===== config.mk =====
export PLATFORM = sky130hd
export DESIGN_NAME = exbus_arb
export DESIGN_NICKNAME = d
export VERILOG_FILES = /design/src/rtl/exbus_arb.sv
export SDC_FILE = /design/constraint.sdc
export NUM_CORES = 1
export LEC_CHECK = 0
export ABC_AREA = 1
export CAP_MARGIN = 10
export CORE_MARGIN = 3
export CORE_UTILIZATION = 40
export DETAILED_ROUTE_END_ITERATION = 8
export PLACE_DENSITY = 0.82
export SLEW_MARGIN = 20
export SYNTH_ARGS = -nofsm -noshare
export SYNTH_HDL_FRONTEND = slang
export SYNTH_SLANG_ARGS = --single-unit

===== constraint.sdc =====
create_clock -name i_clk -period 1.9 [get_ports i_clk]
set_input_delay 0.19 -clock i_clk [delete_from_list [all_inputs] [get_ports i_clk]]
set_output_delay 0.19 -clock i_clk [all_outputs]
set_load 0.02 [all_outputs]

===== src/rtl/exbus_arb.sv =====
// rtl/exbus_arb.sv - packet-aware round-robin arbiter merging two exbus word sources
module exbus_arb #(
   parameter int LGBURST = 4
) (
   input  logic        i_clk,
   input  logic        i_reset,
   input  logic        i_a_stb,
   input  logic [34:0] i_a_word,
   input  logic        i_a_last,
   output logic        o_a_busy,
   input  logic        i_b_stb,
   input  logic [34:0] i_b_word,
   input  logic        i_b_last,
   output logic        o_b_busy,
   output logic        o_stb,
   output logic [34:0] o_word,
   output logic        o_src,
   input  logic        i_busy
);

   typedef enum logic [1:0] {
      IDLE  = 2'd0,
      GNT_A = 2'd1,
      GNT_B = 2'd2
   } gstate_t;

   gstate_t              gstate_q, gstate_d;
   logic                 rr_q, rr_d;
   logic [LGBURST-1:0]   bcnt_q, bcnt_d;
   logic                 o_stb_q, o_stb_d;
   logic [34:0]          o_word_q, o_word_d;
   logic                 o_src_q, o_src_d;

   logic                 ordy;
   logic                 acc_a;
   logic                 acc_b;
   logic                 bcnt_max;

   // Output register can take a word when empty or when downstream is draining it.
   always_comb begin
      ordy     = !o_stb_q || !i_busy;
      acc_a    = (gstate_q == GNT_A) && i_a_stb && ordy;
      acc_b    = (gstate_q == GNT_B) && i_b_stb && ordy;
      bcnt_max = &bcnt_q;
   end

   assign o_a_busy = !acc_a;
   assign o_b_busy = !acc_b;
   assign o_stb    = o_stb_q;
   assign o_word   = o_word_q;
   assign o_src    = o_src_q;

   // Grant selection, burst counting and output word capture.
   always_comb begin
      gstate_d = gstate_q;
      rr_d     = rr_q;
      bcnt_d   = bcnt_q;
      o_stb_d  = o_stb_q;
      o_word_d = o_word_q;
      o_src_d  = o_src_q;

      // Downstream took the word and nothing new replaces it.
      if (!acc_a && !acc_b && !i_busy) begin
         o_stb_d = 1'b0;
      end

      case (gstate_q)
         IDLE: begin
            // A wins when alone or when it holds the round-robin preference.
            if (i_a_stb && (!i_b_stb || !rr_q)) begin
               gstate_d = GNT_A;
               bcnt_d   = '0;
            end else if (i_b_stb) begin
               gstate_d = GNT_B;
               bcnt_d   = '0;
            end
         end
         GNT_A: begin
            if (acc_a) begin
               o_word_d = i_a_word;
               o_src_d  = 1'b0;
               o_stb_d  = 1'b1;
               bcnt_d   = bcnt_q + 1'b1;
               if (i_a_last || bcnt_max) begin
                  gstate_d = IDLE;
                  rr_d     = 1'b1;
               end
            end else if (!i_a_stb) begin
               // A gap in the source ends its grant at once.
               gstate_d = IDLE;
               rr_d     = 1'b1;
            end
         end
         GNT_B: begin
            if (acc_b) begin
               o_word_d = i_b_word;
               o_src_d  = 1'b1;
               o_stb_d  = 1'b1;
               bcnt_d   = bcnt_q + 1'b1;
               if (i_b_last || bcnt_max) begin
                  gstate_d = IDLE;
                  rr_d     = 1'b0;
               end
            end else if (!i_b_stb) begin
               gstate_d = IDLE;
               rr_d     = 1'b0;
            end
         end
         default: begin
            gstate_d = IDLE;
         end
      endcase
   end

   // State register; reset abandons any grant and drops the pending word.
   always_ff @(posedge i_clk) begin
      if (i_reset) begin
         gstate_q <= IDLE;
         rr_q     <= 1'b0;
         bcnt_q   <= '0;
         o_stb_q  <= 1'b0;
         o_word_q <= '0;
         o_src_q  <= 1'b0;
      end else begin
         gstate_q <= gstate_d;
         rr_q     <= rr_d;
         bcnt_q   <= bcnt_d;
         o_stb_q  <= o_stb_d;
         o_word_q <= o_word_d;
         o_src_q  <= o_src_d;
      end
   end

endmodule


==> results.md, run 1 <==
- Power Dens Cells: 1350 nW/um^2
- Area occupied by multi-input gates: 1240 sq um
- Synthesized-area fraction occupied by adder cells: 2.75%
- Switch share: 43.4%
- Routed Antenna Nets: 0
- Slew margin rel.: 76.2%
- Synth warn: 0
- GR Layer Usage met1: 22.6%
- Routed vias: 2,610
- Row count: 26
- Synthesized area: 2280 sq um
- Fin nets: 566
- Post-Synth XOR/XNOR Area: 0%
- Die area: 6640 sq um
- Hold Crit Class: flip-flop to flip-flop
- Setup TNS: 0 ps
- CP startpoint kind: flip-flop
- Max Buffers Root-to-Sink: 2
- CTS buffer count: 5
- Final setup margin: 124 ps
- Port bufs: 115
- Avg Inst Size Synth: 6.11 sq um
- Cell Int Power: 2.74 mW
- Max Cap Violations: 0
- Gate power share: 57.1%
- ANT cells: 0
- RSZ-0062 raised after global routing: no
- Hold wc startpoint: o_word[29]
- Reg2reg start: gstate_q[0]
- Worst IR drop on VDD: 0.664 mV
- GR peak layer: met2
- First-pass GRT wire length: 10.5 mm
- Fraction of the mapped netlist area in compound gates: 10.6%
- Seq/Total Area, Yosys: 38.7%
- Worst-path clk slew: 80 ps
- Largest cells by area after synthesis: dfxtp_1 39%, nand2_1 22%, nor2_1 15%
- Fmax: 563 MHz
- Number of top-level pins: 116
- Starting Density: 43.0%
- Area share of and/or/nand/nor cells after synthesis: 40.9%
- Combinational family with the most area after synthesis: simple AND/OR/NAND/NOR gates
- Leakage: 1.63 nW
- NetSw: 2.10 mW
- GR Util met3: 5.37%
- Initial DRC Count: 93
- Clock power frac: 11.6%
- Critical path endpoint category: output pin
- Largest area contributor in the netlist: dfxtp_1
- Fillcell total: 485
- Net Count, Synth: 455
- R2R setup slack: 180 ps
- Data required, critical path: 1710 ps
- Average routed wire per standard cell: 12.3 microns
- Share of layout cells above drive strength 1: 4.75%
- Setup Viol. Count Final: 0
- Half-perimeter wire length after placement: 5.06 mm
- Die width: 81.5 microns
- CTS Hold Bufs: 0
- Worst-skew pair later-pin latency: 290 ps
- Syn-to-layout area delta: 56.9%
- Post-Synthesis Cells: 373
- Flop pwr share: 31.4%
- Root buffer cell: clkbuf_8
- Critical path fanouts, max: 6
- Tcrit/Tclk final: 93.5%
- Outcome: complete, no violations
- GRT overflow: 0
- Met2 usage in global routing: 37.8%
- TritonCTS clock tree: done
- PnR Total Power: 4.84 mW
- Drt total wl: 6.79 mm
- Yosys top cell area share: 38.7%
- Setup WS pre-CTS: 149 ps
- Gp weighted congestion: 0.923
- Final cell count without fillers: 554
- Core box area: 5300 sq um
- Synth cell types: 21
- Worst clock skew: 4.89 ps
- Post-route minimum period: 1780 ps
- Die height: 81.5 microns
- Register area: 881 sq um
- Max-slew violation count: 0
- Fin util: 67.4%
- Slew @ Worst Pin: 357 ps
- Total Routing Usage GR: 20.2%
- Crit Path Class: flip-flop to output pin
- CTS Sinks: 44
- Dpl cells: 547
- Via density: 4.71
- CTS H-Tree Depth: 2
- Vias in the first global route: 2,399
- Largest net degree at the start of global routing: 40
- Mux contribution to synthesized area: 0%
- CP startpoint: gstate_q[0]
- Residual DRC: 0
- First-pass iteration count of the detailed router: 5
- Seq cells post-synth: 44
- Final hold vios: 0
- Initial antenna violation count: 0
- Worst EP arrival: 1590 ps
==> final cells by class <==
class                   count  share of cell area, %
clock inverters             2                  0.350
inverters                  20                   2.17
clock buffers               5                   1.92
repair buffers            121                   33.9
multi-input cells         292                   34.6
well taps                  70                   2.45
flip-flops and latches     44                   24.6
==> critical path: stages (launching register included) <==
cell and delay, ps:
dfxtp_1 390, inv_1 90, ha_1 280, nand2_1 110
inv_1 40, nand2_1 70, clkdlybuf4s15_1 310
==> logic make-up (layout without fill, tap and decap cells) <==
family          Yosys count  in the layout
fa+ha+maj                 5              5
flops                    44             44
buf+inv                  37            148
compound gates           47             47
simple gates            240            240
==> synth_stat cells <==
library cell / n
nand2_1: 134
nor2_1: 92
dfxtp_1: 44
o21ai_0: 40
inv_1: 17
buf_2: 7
nand3_1: 7
clkbuf_1: 6
a21oi_1: 5
ha_1: 5
buf_4: 3
nand2_2: 3
nor2_2: 2
a21boi_0: 1
a21oi_2: 1
buf_1: 1
clkinv_1: 1
inv_2: 1
inv_4: 1
nand2_4: 1
or2_2: 1
==> power groups by stage <==
stage	Clock (mW)	Combinational, mW	Sequential, mW
2_1_floorplan	0	1.25	1.93
3_3_place_gp	0	2.73	1.51
3_5_place_dp	0	2.78	1.54
4_1_cts	0.575	2.78	1.52
5_1_grt	0.601	3.07	1.57
6_report	0.560	2.76	1.52
==> cells in the final DEF, fill, tap and decap left out <==
cell type / count
a21boi_0: 1
a21oi_1: 5
a21oi_2: 1
buf_12: 1
buf_4: 4
buf_6: 1
clkbuf_8: 5
clkdlybuf4s15_1: 2
clkdlybuf4s50_1: 113
clkinv_1: 1
clkinv_2: 1
clkinvlp_4: 1
dfxtp_1: 44
ha_1: 5
inv_1: 17
inv_2: 1
inv_4: 1
nand2_1: 134
nand2_2: 3
nand2_4: 1
nand3_1: 7
nor2_1: 92
nor2_2: 2
o21ai_0: 40
or2_2: 1
==> sequential cells by signal (all words and copies together) (netlist names) <==
signal,count
bcnt_q,4
o_src,1
o_stb,1
gstate_q,2
o_word,35
rr_q,1
==> through the flow <==
stage                     cell area, sq um  hold slack (ps)
final                                 3580              482
after global routing                  3580              506
after CTS                             3570              488
after detailed placement              3490              471
after global placement                3490              462
after floorplan                       2280              259
==> what timing repair did <==
action	in CTS	in global routing
gates resized for setup	2	3
endpoints found under the setup margin	2	26
setup buffers	0	0
==> final timing paths <==
| kind | to | cells past startpoint |
|---|---|---|
| min | o_word[29] | 2 |
| max | o_b_busy | 6 |
| min reg2reg | o_word[29] | 2 |
| max reg2reg | o_word[1] | 8 |
==> layer usage <==
| metal | vias to the layer above | part of all wire, % |
|---|---|---|
| li1 | 1363 | - |
| met1 | 1140 | 41 |
| met2 | 101 | 48 |
| met3 | 6 | 10 |
| met4 | 0 | 0.93 |
| met5 | - | 0 |
No activity file was read; power rests on OpenSTA's default activity.
==> run 2, diff against run 1 <==
--- a/config.mk
+++ b/config.mk
@@ -10,6 +10,8 @@
 export CORE_MARGIN = 3
 export CORE_UTILIZATION = 40
 export DETAILED_ROUTE_END_ITERATION = 8
+export HOLD_SLACK_MARGIN = 0.06
+export MAX_ROUTING_LAYER = met4
 export PLACE_DENSITY = 0.82
 export SLEW_MARGIN = 20
 export SYNTH_ARGS = -nofsm -noshare
==> constraint.sdc (replaced) <==
create_clock -name i_clk -period 1.9 [get_ports i_clk]
set_input_delay 0.57 -clock i_clk [delete_from_list [all_inputs] [get_ports i_clk]]
set_output_delay 0.57 -clock i_clk [all_outputs]
set_load 0.02 [all_outputs]
==> run 2 against run 1 <==
Net effect: fmax decreased by 3.8%; worst setup slack got worse by 70 ps; clock skew decreased by 2.9 ps; largest cell class is now non-clock buffers; register-to-register slack got worse by 20 ps.
==> results.md, run 2 (synthesis gave the netlist of run 1 again) <==
- Outcome: complete, no violations
- Cell Int Power: 2.98 mW (+8.7%)
- PnR Total Power: 5.09 mW (+5.1%)
- Die height: 81.5 microns (unchanged)
- Die width: 81.5 microns (unchanged)
- Initial DRC Count: 91 (-2.2%)
- Setup Viol. Count Final: 0 (unchanged)
- CP cell instances: clkdlybuf4s50_1
- Starting Density: 43.0% (unchanged)
- Power Dens Cells: 1370 nW/um^2 (+1.1%)
- Max-slew violation count: 0 (unchanged)
- Initial antenna violation count: 0 (unchanged)
- Worst-path clk slew: 80 ps (about the same)
- Max Cap Violations: 0 (unchanged)
- Worst clock skew: 1.99 ps (-2.91 ps)
- Drt total wl: 6.71 mm (-1.1%)
- Final cell count without fillers: 569 (+2.7%)
- Worst EP arrival: 1280 ps (-310 ps)
- Critical path endpoint category: output pin
- NetSw: 2.11 mW (+0.55%)
- Worst-skew pair later-pin latency: 290 ps (about the same)
- Routed Antenna Nets: 0 (unchanged)
- WP buf/inv: 1 (-2)
- Leakage: 1.74 nW (+6.8%)
- CP startpoint kind: flip-flop
- Hold wc startpoint: o_word[9]
- RSZ-0062 raised after global routing: no
- Most frequent cells in the layout: 133 x nand2_1, 109 x clkdlybuf4s50_1, 92 x nor2_1, 42 x dfxtp_1, 36 x o21ai_0
- Final hold vios: 0 (unchanged)
- Switch share: 41.5% (-1.9 points)
- Total Routing Usage GR: 20.6% (+0.40 points)
- Reg2reg start: gstate_q[0]
- Gate power share: 56.5% (-0.6 points)
- Dpl cells: 561 (+2.6%)
- Largest net degree at the start of global routing: 40 (unchanged)
- Setup TNS: 0 ps (unchanged)
- First-pass GRT wire length: 10.4 mm (-1.6%)
- TritonCTS clock tree: done
- Slowest stage delay, CP: 630 ps (+240 ps)
- Data required, critical path: 1330 ps (-380 ps)
- Hold Crit Class: flip-flop to flip-flop
- CP max stage cell: clkdlybuf4s50_1
- Clock power frac: 13.8% (+2.2 points)
- Root buffer cell: clkbuf_8
- Worst IR drop on VDD: 0.569 mV (-14%)
- Via density: 4.63 (-1.6%)
- Average routed wire per standard cell: 11.8 microns (-3.7%)
- Crit path max-delay family: buffers and inverters
- CP startpoint: o_word[13]
- Tcrit/Tclk final: 97.2% (+3.7 points)
- First-pass iteration count of the detailed router: 4 (-1)
- Routed vias: 2,637 (+1.0%)
- # Post-CTS Setup Buffers: 0 (unchanged)
- GRT overflow: 0 (unchanged)
- Share of layout cells above drive strength 1: 8.62% (+3.9 points)
- Crit Path Class: flip-flop to output pin
- Number of top-level pins: 116 (unchanged)
- Gp weighted congestion: 0.875 (-5.2%)
- CTS Sinks: 44 (unchanged)
- Max Buffers Root-to-Sink: 2 (unchanged)
- Slew @ Worst Pin: 287 ps (-70.5 ps)
- Slew margin rel.: 80.9% (+4.7 points)
- Critical path fanouts, max: 2 (-4)
- Core box area: 5300 sq um (unchanged)
- CTS H-Tree Depth: 2 (unchanged)
- Fin nets: 580 (+2.5%)
- Syn-to-layout area delta: 63.2%
- Half-perimeter wire length after placement: 5.08 mm (+0.43%)
- CTS buffer count: 5 (unchanged)
- Post-route minimum period: 1850 ps (+70.4 ps)
- Most common cell after layout, fill and taps aside: nand2_1
- Residual DRC: 0 (unchanged)
- Largest register FFs: 35 (unchanged)
- Row count: 26 (unchanged)
- Vias in the first global route: 2,387 (-0.50%)
- Die area: 6640 sq um (unchanged)
- Flop pwr share: 29.7% (-1.7 points)
- Fmax: 542 MHz (-3.8%)
- ANT cells: 0 (unchanged)
- Port bufs: 115 (unchanged)
## run 2: cell type report
type                       instances  area (sq um)
sequential                        44           883
clock buffer                       6          72.6
timing repair buffer             135          1320
fill                             483          1590
inverter                          20          80.1
clock inverter                     2          35.0
multi-input combinational        292          1240
tap                               70          87.6
## run 2: final timing paths
path              depth (start not counted)          to  slack (ps)
hold / removal                            2   o_word[9]         490
setup reg to reg                         10  o_word[30]         160
hold reg to reg                           2   o_word[9]         490
setup / recovery                          1  o_word[13]          50
## run 2: routing by layer
| metal | track usage (%) | part of all wire [%] | up-vias |
|---|---|---|---|
| met1 | 22.2 | 42 | 1147 |
| met4 | 6.08 | 1.3 | 0 |
| met5 | - | 0 | - |
| li1 | - | - | 1393 |
| met3 | 5.59 | 9.0 | 8 |
| met2 | 36.9 | 48 | 89 |
## run 2: power by group through the flow
stage | Sequential (mW) | Combinational [mW] | Clock [mW]
4_1_cts | 1.51 | 2.89 | 0.726
6_report | 1.51 | 2.88 | 0.701
2_1_floorplan | 1.93 | 1.25 | 0
5_1_grt | 1.56 | 3.19 | 0.759
3_3_place_gp | 1.51 | 2.83 | 0
3_5_place_dp | 1.53 | 2.88 | 0
## run 2: timing repair
| item | CTS | global route |
|---|---|---|
| pin swaps | 1 | 1 |
| hold endpoints to repair | 0 | 0 |
| cloned | 0 | 0 |
| resized for setup | 15 | 14 |
| hold buffers | 0 | 0 |
| setup endpoints to repair | 2 | 40 |
## run 2: metrics by stage
step           setup slack, ps  cell area (sq um)  hold WS (ps)  utilization (%)
2_1_floorplan              362               2280           451                -
3_3_place_gp              -473               3580           462             67.6
3_5_place_dp              -487               3580           470             67.6
4_1_cts                  0.749               3690           490             69.7
5_1_grt                  0.287               3720           506             70.1
6_report                  53.7               3720           486             70.1
## run 2: worst min-delay path, delay by kind of cell (launching register included)
| family | cells | cell delay (ps) |
|---|---|---|
| simple gates | 2 | 130 |
| flops | 1 | 330 |
